[config.mk]
export PLATFORM = sky130hd
export DESIGN_NAME = approx_add_seq_flat
export DESIGN_NICKNAME = d
export VERILOG_FILES = /design/src/rtl/approx_add_seq_if.sv /design/src/rtl/approx_add_seq.sv /design/src/flat_wrapper.sv
export SDC_FILE = /design/constraint.sdc
export NUM_CORES = 1
export LEC_CHECK = 0
export ABC_CLOCK_PERIOD_IN_PS = 6000
export CAP_MARGIN = 0
export CELL_PAD_IN_SITES_DETAIL_PLACEMENT = 0
export CELL_PAD_IN_SITES_GLOBAL_PLACEMENT = 1
export CORE_MARGIN = 2
export CORE_UTILIZATION = 35
export CTS_CLUSTER_SIZE = 30
export DETAILED_ROUTE_END_ITERATION = 10
export DONT_BUFFER_PORTS = 1
export HOLD_SLACK_MARGIN = 0.08
export PLACE_DENSITY_LB_ADDON = 0.1
export SLEW_MARGIN = 30
export SYNTH_ARGS = -nofsm -noshare
export SYNTH_HDL_FRONTEND = slang
export SYNTH_SLANG_ARGS = --single-unit
[constraint.sdc]
create_clock -name clk -period 6 [get_ports clk]
set_clock_uncertainty 0.05 [all_clocks]
set_input_delay 0.6 -clock clk [delete_from_list [all_inputs] [get_ports clk]]
set_output_delay 0.6 -clock clk [all_outputs]
set_load 0.05 [all_outputs]
[src/rtl/approx_add_seq_if.sv]
// Handshake and operand/result bus for approx_add_seq.
// The master side is the operand producer plus result consumer.
// The slave side is the segmented adder controller.
interface approx_add_seq_if #(
    parameter int WIDTH = 16
);
    logic             in_valid;
    logic             in_ready;
    logic [WIDTH-1:0] a;
    logic [WIDTH-1:0] b;
    logic             approx;
    logic             out_valid;
    logic             out_ready;
    logic [WIDTH-1:0] sum;
    logic             cout;
    logic             err;

    modport master (
        output in_valid, a, b, approx, out_ready,
        input  in_ready, out_valid, sum, cout, err
    );

    modport slave (
        input  in_valid, a, b, approx, out_ready,
        output in_ready, out_valid, sum, cout, err
    );
endinterface

[src/rtl/approx_add_seq.sv]
// Multi-cycle segmented adder controller.
// One 4-bit adder slice is time-shared across a WIDTH-bit add, LSB segment
// first, one segment per clock. In approximate mode each segment's carry-in
// is the generate/propagate carry of the previous segment's operands, taken
// with no carry-in. In exact mode the registered ripple carry is used.
// Optional feature macro APPROX_ERR_EN: tracks the exact ripple carry in
// parallel and raises a sticky err when a speculative carry was wrong.
// Without it, err is tied low.
module approx_add_seq #(
    parameter int WIDTH = 16
) (
    input  logic             clk,
    input  logic             rst_n,
    approx_add_seq_if.slave  bus
);
    localparam int NSEG  = WIDTH / 4;
    localparam int SEG_W = (NSEG > 1) ? $clog2(NSEG) : 1;

    generate
        if ((WIDTH % 4) != 0 || WIDTH < 8) begin : g_bad_width
            $error("approx_add_seq: WIDTH must be a multiple of 4 and at least 8");
        end
    endgenerate

    typedef enum logic [1:0] {
        IDLE = 2'd0,
        RUN  = 2'd1,
        DONE = 2'd2
    } state_t;

    state_t           state;
    state_t           state_nxt;
    logic [SEG_W-1:0] seg;
    logic [WIDTH-1:0] a_q;
    logic [WIDTH-1:0] b_q;
    logic             approx_q;
    logic             carry_q;
    logic [WIDTH-1:0] sum_q;
    logic             cout_q;

    logic             accept;
    logic             last_seg;
    logic [3:0]       a_cur;
    logic [3:0]       b_cur;
    logic [3:0]       a_prv;
    logic [3:0]       b_prv;
    logic             spec_cin;
    logic             cin;
    logic [4:0]       s;

    // Carry-out of a 4-bit add with no carry-in, as a generate/propagate chain.
    function automatic logic gen4(input logic [3:0] x, input logic [3:0] y);
        logic [3:0] g;
        logic [3:0] p;
        g = x & y;
        p = x ^ y;
        return g[3] | (p[3] & (g[2] | (p[2] & (g[1] | (p[1] & g[0])))));
    endfunction

    assign last_seg = (seg == SEG_W'(NSEG - 1));

    // State register.
    always_ff @(posedge clk or negedge rst_n) begin
        if (!rst_n) state <= IDLE;
        else        state <= state_nxt;
    end

    // Next state and handshake outputs; ready and valid never overlap.
    always_comb begin
        state_nxt     = state;
        bus.in_ready  = 1'b0;
        bus.out_valid = 1'b0;
        accept        = 1'b0;
        case (state)
            IDLE: begin
                bus.in_ready = 1'b1;
                if (bus.in_valid) begin
                    accept    = 1'b1;
                    state_nxt = RUN;
                end
            end
            RUN: begin
                if (last_seg) state_nxt = DONE;
            end
            DONE: begin
                bus.out_valid = 1'b1;
                if (bus.out_ready) state_nxt = IDLE;
            end
            default: state_nxt = IDLE;
        endcase
    end

    // Select the current segment's operand nibbles.
    always_comb begin
        a_cur = '0;
        b_cur = '0;
        for (int k = 0; k < NSEG; k++) begin
            if (seg == SEG_W'(k)) begin
                a_cur = a_q[4*k +: 4];
                b_cur = b_q[4*k +: 4];
            end
        end
    end

    // Select the previous segment's operand nibbles for carry speculation.
    always_comb begin
        a_prv = '0;
        b_prv = '0;
        for (int k = 1; k < NSEG; k++) begin
            if (seg == SEG_W'(k)) begin
                a_prv = a_q[4*k-4 +: 4];
                b_prv = b_q[4*k-4 +: 4];
            end
        end
    end

    // Segment 0 never has a carry-in; later segments speculate or ripple.
    always_comb begin
        spec_cin = gen4(a_prv, b_prv);
        if (seg == '0)    cin = 1'b0;
        else if (approx_q) cin = spec_cin;
        else              cin = carry_q;
        s = {1'b0, a_cur} + {1'b0, b_cur} + {4'b0000, cin};
    end

    // Operand capture and one-segment-per-cycle accumulation of the sum.
    always_ff @(posedge clk or negedge rst_n) begin
        if (!rst_n) begin
            seg      <= '0;
            a_q      <= '0;
            b_q      <= '0;
            approx_q <= 1'b0;
            carry_q  <= 1'b0;
            sum_q    <= '0;
            cout_q   <= 1'b0;
        end else if (accept) begin
            seg      <= '0;
            a_q      <= bus.a;
            b_q      <= bus.b;
            approx_q <= bus.approx;
            carry_q  <= 1'b0;
            sum_q    <= '0;
            cout_q   <= 1'b0;
        end else if (state == RUN) begin
            for (int k = 0; k < NSEG; k++) begin
                if (seg == SEG_W'(k)) sum_q[4*k +: 4] <= s[3:0];
            end
            carry_q <= s[4];
            if (last_seg) cout_q <= s[4];
            else          seg    <= seg + 1'b1;
        end
    end

    assign bus.sum  = sum_q;
    assign bus.cout = cout_q;

`ifdef APPROX_ERR_EN
    logic       ex_c;
    logic       err_q;
    logic [4:0] ex_s;

    // True ripple sum of the current segment, independent of mode.
    assign ex_s = {1'b0, a_cur} + {1'b0, b_cur} + {4'b0000, ex_c};

    // Exact carry tracker; err latches the first wrong speculative carry.
    always_ff @(posedge clk or negedge rst_n) begin
        if (!rst_n) begin
            ex_c  <= 1'b0;
            err_q <= 1'b0;
        end else if (accept) begin
            ex_c  <= 1'b0;
            err_q <= 1'b0;
        end else if (state == RUN) begin
            ex_c <= ex_s[4];
            if (approx_q && (seg != '0) && (spec_cin != ex_c)) err_q <= 1'b1;
        end
    end

    assign bus.err = err_q;
`else
    assign bus.err = 1'b0;
`endif

endmodule

[src/flat_wrapper.sv]
// flat-port wrapper written by rule: the top's interface ports become plain ports
module approx_add_seq_flat 
#(
    parameter int WIDTH = 16
)
  (clk, rst_n, bus_in_valid, bus_a, bus_b, bus_approx, bus_out_ready, bus_in_ready, bus_out_valid, bus_sum, bus_cout, bus_err);
  approx_add_seq_if #(.WIDTH(WIDTH)) bus_i ();
  input  logic clk;
  input  logic rst_n;
  input wire logic [$bits(bus_i.in_valid)-1:0] bus_in_valid;
  input wire logic [$bits(bus_i.a)-1:0] bus_a;
  input wire logic [$bits(bus_i.b)-1:0] bus_b;
  input wire logic [$bits(bus_i.approx)-1:0] bus_approx;
  input wire logic [$bits(bus_i.out_ready)-1:0] bus_out_ready;
  output wire logic [$bits(bus_i.in_ready)-1:0] bus_in_ready;
  output wire logic [$bits(bus_i.out_valid)-1:0] bus_out_valid;
  output wire logic [$bits(bus_i.sum)-1:0] bus_sum;
  output wire logic [$bits(bus_i.cout)-1:0] bus_cout;
  output wire logic [$bits(bus_i.err)-1:0] bus_err;
  assign bus_i.in_valid = bus_in_valid;
  assign bus_i.a = bus_a;
  assign bus_i.b = bus_b;
  assign bus_i.approx = bus_approx;
  assign bus_i.out_ready = bus_out_ready;
  assign bus_in_ready = bus_i.in_ready;
  assign bus_out_valid = bus_i.out_valid;
  assign bus_sum = bus_i.sum;
  assign bus_cout = bus_i.cout;
  assign bus_err = bus_i.err;
  approx_add_seq #(.WIDTH(WIDTH)) u_core (.clk(clk), .rst_n(rst_n), .bus(bus_i));
endmodule
==> impl_metrics.env, run 1 <==
export IMPL_status="finished, final reports clean"
export IMPL_drc=0
export IMPL_numCtsBuffers=5
export IMPL_syn_cell_area_um2=2890
export IMPL_drt_first_pass_iters=4
export IMPL_ant_nets=0
export IMPL_cp_max_fo=27
export IMPL_ys_ff_latch=55
export IMPL_maxCapViolations=0
export IMPL_final_core_util_pct=37.5
export IMPL_r2r_slack_ns=2.01
export IMPL_synth_top_area_cell="dfrtp_1"
export IMPL_tightest_slew_ns=0.895
export IMPL_vias=1867
export IMPL_synth_edf_count=0
export IMPL_rr_endpoint="u_core.bus.sum[14]"
export IMPL_yosysSeqAreaShare_pct=47.7
export IMPL_critPathCapture="u_core.bus.sum[14]"
export IMPL_die_area_um2=8990
export IMPL_coreArea_um2=8090
export IMPL_dp_hpwl_mm=4.55
export IMPL_initial_utilization_pct=35.7
export IMPL_cp_startpoint="u_core.seg[0]"
export IMPL_fin_setup_tns_ns=0
export IMPL_antenna_found_initial=0
export IMPL_p_comb_share_pct=49.7
export IMPL_post_route_period_util_pct=66.4
export IMPL_netlist_instances=257
export IMPL_drt_wl_total_mm=6.40
export IMPL_p_clk_share_pct=10.4
export IMPL_cts_max_level=2
export IMPL_start_kind="flip-flop"
export IMPL_slew_limit_headroom_pct=40.1
export IMPL_netSwitchingPower_w=0.000941
export IMPL_fin_cells=354
export IMPL_power_leakage_nw=1.35
export IMPL_diodes=0
export IMPL_fmax_mhz=251
export IMPL_cts_tree="yes"
export IMPL_cp_arrival_ns=4.18
export IMPL_grt_pass1_wl_mm=10.7
export IMPL_final_area_um2=3040
export IMPL_required_ns=6.19
export IMPL_reg2reg_depth=16
export IMPL_die_w_um=94.8
export IMPL_synthTopCellsByCount="55 x dfrtp_1, 33 x mux2_2, 21 x nor2_1, 16 x o21ai_0, 15 x nand2_1"
export IMPL_grt_pass1_vias=1992
export IMPL_critPathKind="reg -> reg"
export IMPL_rsz0062_at_grt="false"
export IMPL_layout_setup_ws_ns=2.01
export IMPL_worst_skew_pair_late_latency_ns=0.30
export IMPL_nets=298
export IMPL_grt_max_degree=56
export IMPL_clk_pin_slew_worst_paths_ns=0.10
export IMPL_fill_cells=833
export IMPL_p_per_area_nw_per_um2=666
export IMPL_p_int_w=0.00108
export IMPL_synthArstFlopShare_pct=100
export IMPL_p_seq_share_pct=39.9
export IMPL_synthTopCellsByArea="dfrtp_1 48%, mux2_2 13%, ha_1 4.3%"
export IMPL_io_pins=57
export IMPL_grt_use_total_pct=15.6
export IMPL_cts_resized=0
export IMPL_viasPerCell=5.27
export IMPL_grt_overflow_total=0
export IMPL_synth_cell_types=38
export IMPL_place_inst=346
export IMPL_drive_gt1_share_pct=18.9
export IMPL_pre_cts_slack_ns=1.98
export IMPL_synthFlopType="dfrtp_1"
export IMPL_syn_to_final_growth_pct=5.16
export IMPL_gp_congestion=0.758
export IMPL_synth_fp_nets=306
export IMPL_drtIter0Drc=65
export IMPL_post_drt_wl_per_cell_um=18.1
export IMPL_slew_viol_final=0
export IMPL_ys_warn_count=0
export IMPL_setup_viol=0
export IMPL_clk_path_buf_depth=2
export IMPL_fp_row_count=33
export IMPL_worst_setup_path_end_kind="flip-flop"
export IMPL_die_h_um=94.8
export IMPL_place_area_um2=2920
export IMPL_r2r_start="u_core.seg[0]"
export IMPL_port_buffers=0
export IMPL_cts_root_buffer="clkbuf_8"
export IMPL_period_minus_slack_ns=3.99
export IMPL_hold_path_class="in -> async"
export IMPL_hold_viol_final=0
export IMPL_cts_sinks=55
export IMPL_swShare_pct=46.5
export IMPL_synth_top_cell_area_share_pct=47.7
export IMPL_yosysMostFrequentCell="dfrtp_1"
export IMPL_synth_avg_cell_area_um2=11.2
export IMPL_ir_drop_mv=0.252
## cell type report
class / count / area (µm²) / share of cell area [%]
Sequential cell: 55 / 1380 / 45.3
Timing Repair Buffer: 2 / 35.0 / 1.15
Clock buffer: 6 / 82.6 / 2.72
Tap cell: 105 / 131 / 4.33
Inverter: 4 / 15.0 / 0.495
Clock inverter: 1 / 5.00 / 0.165
Multi-Input combinational cell: 181 / 1390 / 45.8
## power groups by stage
stage,Clock (W),Sequential (W),Combinational (W)
after floorplan,0,0.000746,0.000848
after global placement,0,0.000820,0.00102
after detailed placement,0,0.000817,0.00102
after CTS,0.000221,0.000810,0.00103
after global routing,0.000235,0.000836,0.00115
final,0.000210,0.000807,0.00101
## metal layers
layer / GRT usage [%] / wire length [µm] / up-vias
li1: - / - / 896
met1: 22.0 / 3070 / 926
met2: 23.9 / 2960 / 39
met4: 4.59 / 81 / 0
met3: 3.67 / 287 / 6
met5: 0 / 0 / -
## through the flow
stage / power, W / hold slack [ns]
2_1_floorplan: 0.00159 / 0.254
3_3_place_gp: 0.00184 / 0.257
3_5_place_dp: 0.00184 / 0.257
4_1_cts: 0.00206 / 0.102
5_1_grt: 0.00223 / 0.0981
6_report: 0.00202 / 0.0963
## cell families (layout without fill, tap and decap cells)
| family | after synthesis | after routing | share of synthesized area [%] |
|---|---|---|---|
| adder cells (fa/ha/maj) | 12 | 12 | 5.72 |
| other | 1 | 1 | 0.130 |
| AND/OR/NAND/NOR | 66 | 66 | 12.1 |
| buffers and inverters | 21 | 13 | 4.16 |
| multiplexers | 42 | 42 | 16.0 |
| AO/OA/AOI/OAI | 58 | 58 | 13.5 |
| flip-flops | 55 | 55 | 47.7 |
| XOR/XNOR | 2 | 2 | 0.607 |
## worst max-delay path, stage by stage (launching register included)
cell and delay (ns):
dfrtp_1 0.44, inv_1 0.10, ha_1 0.69, nor2b_2 0.19
a22oi_1 0.22, o21ai_0 0.12, ha_1 0.33, nand3_1 0.08
a21oi_1 0.15, a221oi_2 0.08, nor3_1 0.22, fa_1 0.23
inv_1 0.05, fa_1 0.40, xnor2_1 0.34, mux2i_1 0.13
nor2_1 0.11
## sequential cells by signal (all words and copies together), names as in the netlist
register         flops
u_core.carry_q       1
u_core.b_q          16
u_core.seg           2
u_core.a_q          16
u_core.bus.sum      16
u_core.bus.cout      1
u_core.approx_q      1
u_core.state         2
## worst min-delay path by stage
stage | from | to | slack (ns) | depth (start not counted)
finish | rst_n | u_core.carry_q | 0.1 | 1
global route | rst_n | u_core.approx_q | 0.1 | 1
CTS | rst_n | u_core.approx_q | 0.10 | 1
detailed placement | rst_n | u_core.b_q[4] | 0.26 | 0
global placement | rst_n | u_core.b_q[4] | 0.26 | 0
floorplan | rst_n | u_core.a_q[0] | 0.25 | 0
## what timing repair did
action,in CTS,in global routing
endpoints found under the setup margin,0,0
hold endpoints to repair,55,0
hold buffers,1,0
buffers inserted,0,0
## cells in the final DEF, fill, tap and decap left out, types with 2 or more instances in the layout
master | Yosys | layout
nor2b_1 | 13 | 13
fa_1 | 2 | 2
o31ai_1 | 6 | 6
a22oi_1 | 5 | 5
clkbuf_8 | 0 | 6
nor2_1 | 21 | 21
a22o_1 | 3 | 3
ha_1 | 10 | 10
nand2_1 | 15 | 15
nand3b_1 | 4 | 4
dfrtp_1 | 55 | 55
inv_1 | 4 | 4
o21ai_0 | 16 | 16
a21o_1 | 5 | 5
mux2i_1 | 8 | 8
mux2_2 | 33 | 33
nand2b_1 | 3 | 3
nor3_1 | 4 | 4
a221oi_1 | 7 | 7
a21oi_1 | 12 | 12
Power figures use the tool's default switching activity.
==> run 2: changes to the inputs <==
--- a/config.mk
+++ b/config.mk
@@ -5,7 +5,7 @@
 export SDC_FILE = /design/constraint.sdc
 export NUM_CORES = 1
 export LEC_CHECK = 0
-export ABC_CLOCK_PERIOD_IN_PS = 6000
+export ABC_CLOCK_PERIOD_IN_PS = 4000
 export CAP_MARGIN = 0
 export CELL_PAD_IN_SITES_DETAIL_PLACEMENT = 0
 export CELL_PAD_IN_SITES_GLOBAL_PLACEMENT = 1
==> constraint.sdc (replaced) <==
create_clock -name clk -period 4 [get_ports clk]
set_clock_uncertainty 0.05 [all_clocks]
set_input_delay 0.4 -clock clk [delete_from_list [all_inputs] [get_ports clk]]
set_output_delay 0.4 -clock clk [all_outputs]
set_load 0.05 [all_outputs]
==> impl_metrics.env, run 2 (synthesis results as in run 1) <==
export IMPL_fp_row_count=33
export IMPL_worstPathCellList="inv_1 -> ha_1 -> nor2b_2 -> a22oi_1 -> o21ai_0 -> ha_1 -> a21o_1 -> a221oi_2 -> nor3_1 -> fa_1 -> inv_1 -> fa_1 -> nor2b_1 -> o21ai_0 -> nand2b_1 -> a32o_1"
export IMPL_final_core_util_pct=38.2
export IMPL_hold_viol_final=0
export IMPL_post_cts_setup_buffers=0
export IMPL_ir_drop_mv=0.339
export IMPL_worst_skew_pair_late_latency_ns=0.31
export IMPL_worst_path_largest_cell_delay_ns=0.43
export IMPL_r2r_start="u_core.seg[1]"
export IMPL_fin_cells=361
export IMPL_power_total_w=0.00309
export IMPL_nets=304
export IMPL_grt_pass1_vias=1989
export IMPL_rr_endpoint="u_core.carry_q"
export IMPL_drc=0
export IMPL_reg2reg_depth=16
export IMPL_cts_tree="yes"
export IMPL_drt_wl_total_mm=6.39
export IMPL_grt_use_total_pct=15.5
export IMPL_cpMaxStageDelayCell="dfrtp_1"
export IMPL_setup_viol=0
export IMPL_critPathKind="reg -> reg"
export IMPL_crit_family="compound AO/OA/AOI/OAI gates"
export IMPL_multiInputGateArea_um2=1390
export IMPL_hold_start="bus_out_ready"
export IMPL_initial_utilization_pct=35.7
export IMPL_hold_path_class="in -> reg"
export IMPL_fmax_mhz=280
export IMPL_cts_max_level=2
export IMPL_start_kind="flip-flop"
export IMPL_post_drt_wl_per_cell_um=17.7
export IMPL_slew_limit_headroom_pct=40.8
export IMPL_drive_gt1_share_pct=20.3
export IMPL_diodes=0
export IMPL_post_route_period_util_pct=89.4
export IMPL_grt_pass1_wl_mm=10.6
export IMPL_seqCellArea_um2=1380
export IMPL_io_pins=57
export IMPL_tightest_slew_ns=0.884
export IMPL_syn_to_final_growth_pct=7.24
export IMPL_rsz0062_at_grt="false"
export IMPL_whs_endpoint="u_core.state[1]"
export IMPL_maxCapViolations=0
export IMPL_gp_congestion=0.777
export IMPL_numCtsBuffers=5
export IMPL_r2r_slack_ns=0.42
export IMPL_viasPerCell=5.29
export IMPL_hold_path_cell_count=1
export IMPL_period_minus_slack_ns=3.58
export IMPL_place_inst=351
export IMPL_drtIter0Drc=62
export IMPL_power_leakage_nw=1.38
export IMPL_die_area_um2=8990
export IMPL_die_w_um=94.8
export IMPL_drt_first_pass_iters=5
export IMPL_status="finished, final reports clean"
export IMPL_crit_buf_inv=2
export IMPL_antenna_found_initial=0
export IMPL_cts_sinks=55
export IMPL_cp_arrival_ns=3.73
export IMPL_layout_common_cells="55 x dfrtp_1, 33 x mux2_2, 21 x nor2_1"
export IMPL_p_per_area_nw_per_um2=998
export IMPL_dp_hpwl_mm=4.65
export IMPL_ant_nets=0
export IMPL_final_common_cell="dfrtp_1"
export IMPL_layout_setup_ws_ns=0.424
export IMPL_fin_setup_tns_ns=0
export IMPL_pre_cts_slack_ns=0.410
export IMPL_coreArea_um2=8090
export IMPL_die_h_um=94.8
export IMPL_vias=1911
export IMPL_clk_path_buf_depth=2
export IMPL_required_ns=4.15
export IMPL_clk_pin_slew_worst_paths_ns=0.10
export IMPL_cts_root_buffer="clkbuf_8"
export IMPL_grt_overflow_total=0
export IMPL_fill_cells=825
export IMPL_port_buffers=0
export IMPL_worst_setup_path_end_kind="flip-flop"
export IMPL_slew_viol_final=0
export IMPL_grt_max_degree=56
export IMPL_cp_max_fo=6
-- run 2: layout make-up --
class,instances,share of cell area (%)
clock buffer,8,3.23
multi-input combinational,181,44.9
inverter,4,0.485
timing repair buffer,8,2.67
sequential,55,44.5
tap,105,4.24
-- run 2: how the worst max path moves through the flow --
stage	endpoint	cells after the start	startpoint	slack, ns
floorplan	u_core.bus.cout	18	u_core.seg[0]	0.67
global placement	u_core.bus.sum[7]	14	u_core.seg[0]	0.41
detailed placement	u_core.bus.sum[15]	14	u_core.seg[0]	0.41
CTS	u_core.bus.sum[15]	14	u_core.seg[0]	0.38
global route	u_core.bus.sum[7]	15	u_core.seg[0]	0.04
finish	u_core.carry_q	16	u_core.seg[1]	0.42
-- run 2: routing by layer --
layer	vias to the layer above	track usage, %	routed length (µm)
met2	51	24.4	2980
li1	914	-	-
met3	5	4.39	316
met1	941	21.2	3030
met4	0	3.62	59
met5	-	0	0
-- run 2: power by group --
group	total, W	switching (W)	internal (W)	leakage [nW]
registers	0.00120	0.000398	0.000805	0.678
logic	0.00155	0.000840	0.000709	0.653
clock network	0.000338	0.000180	0.000159	0.0515
total	0.00309	0.00142	0.00167	1.38
-- run 2: per-stage QoR --
| step | cell area (µm²) | hold slack [ns] |
|---|---|---|
| global placement | 2960 | 0.0566 |
| global route | 3100 | 0.0921 |
| finish | 3100 | 0.112 |
| detailed placement | 2960 | 0.0567 |
| CTS | 3100 | 0.106 |
| floorplan | 2890 | 0.0544 |
-- run 2: timing repair --
action,CTS,global route
hold buffers,2,0
hold endpoints to repair,55,0
resized for setup,0,0
setup endpoints to repair,0,0
==> run 3: changes to the inputs <==
--- a/config.mk
+++ b/config.mk
@@ -5,7 +5,6 @@
 export SDC_FILE = /design/constraint.sdc
 export NUM_CORES = 1
 export LEC_CHECK = 0
-export ABC_CLOCK_PERIOD_IN_PS = 4000
 export CAP_MARGIN = 0
 export CELL_PAD_IN_SITES_DETAIL_PLACEMENT = 0
 export CELL_PAD_IN_SITES_GLOBAL_PLACEMENT = 1
==> results of run 3 <==
No change in the layout: final DEF, timing and power equal those of run 2.
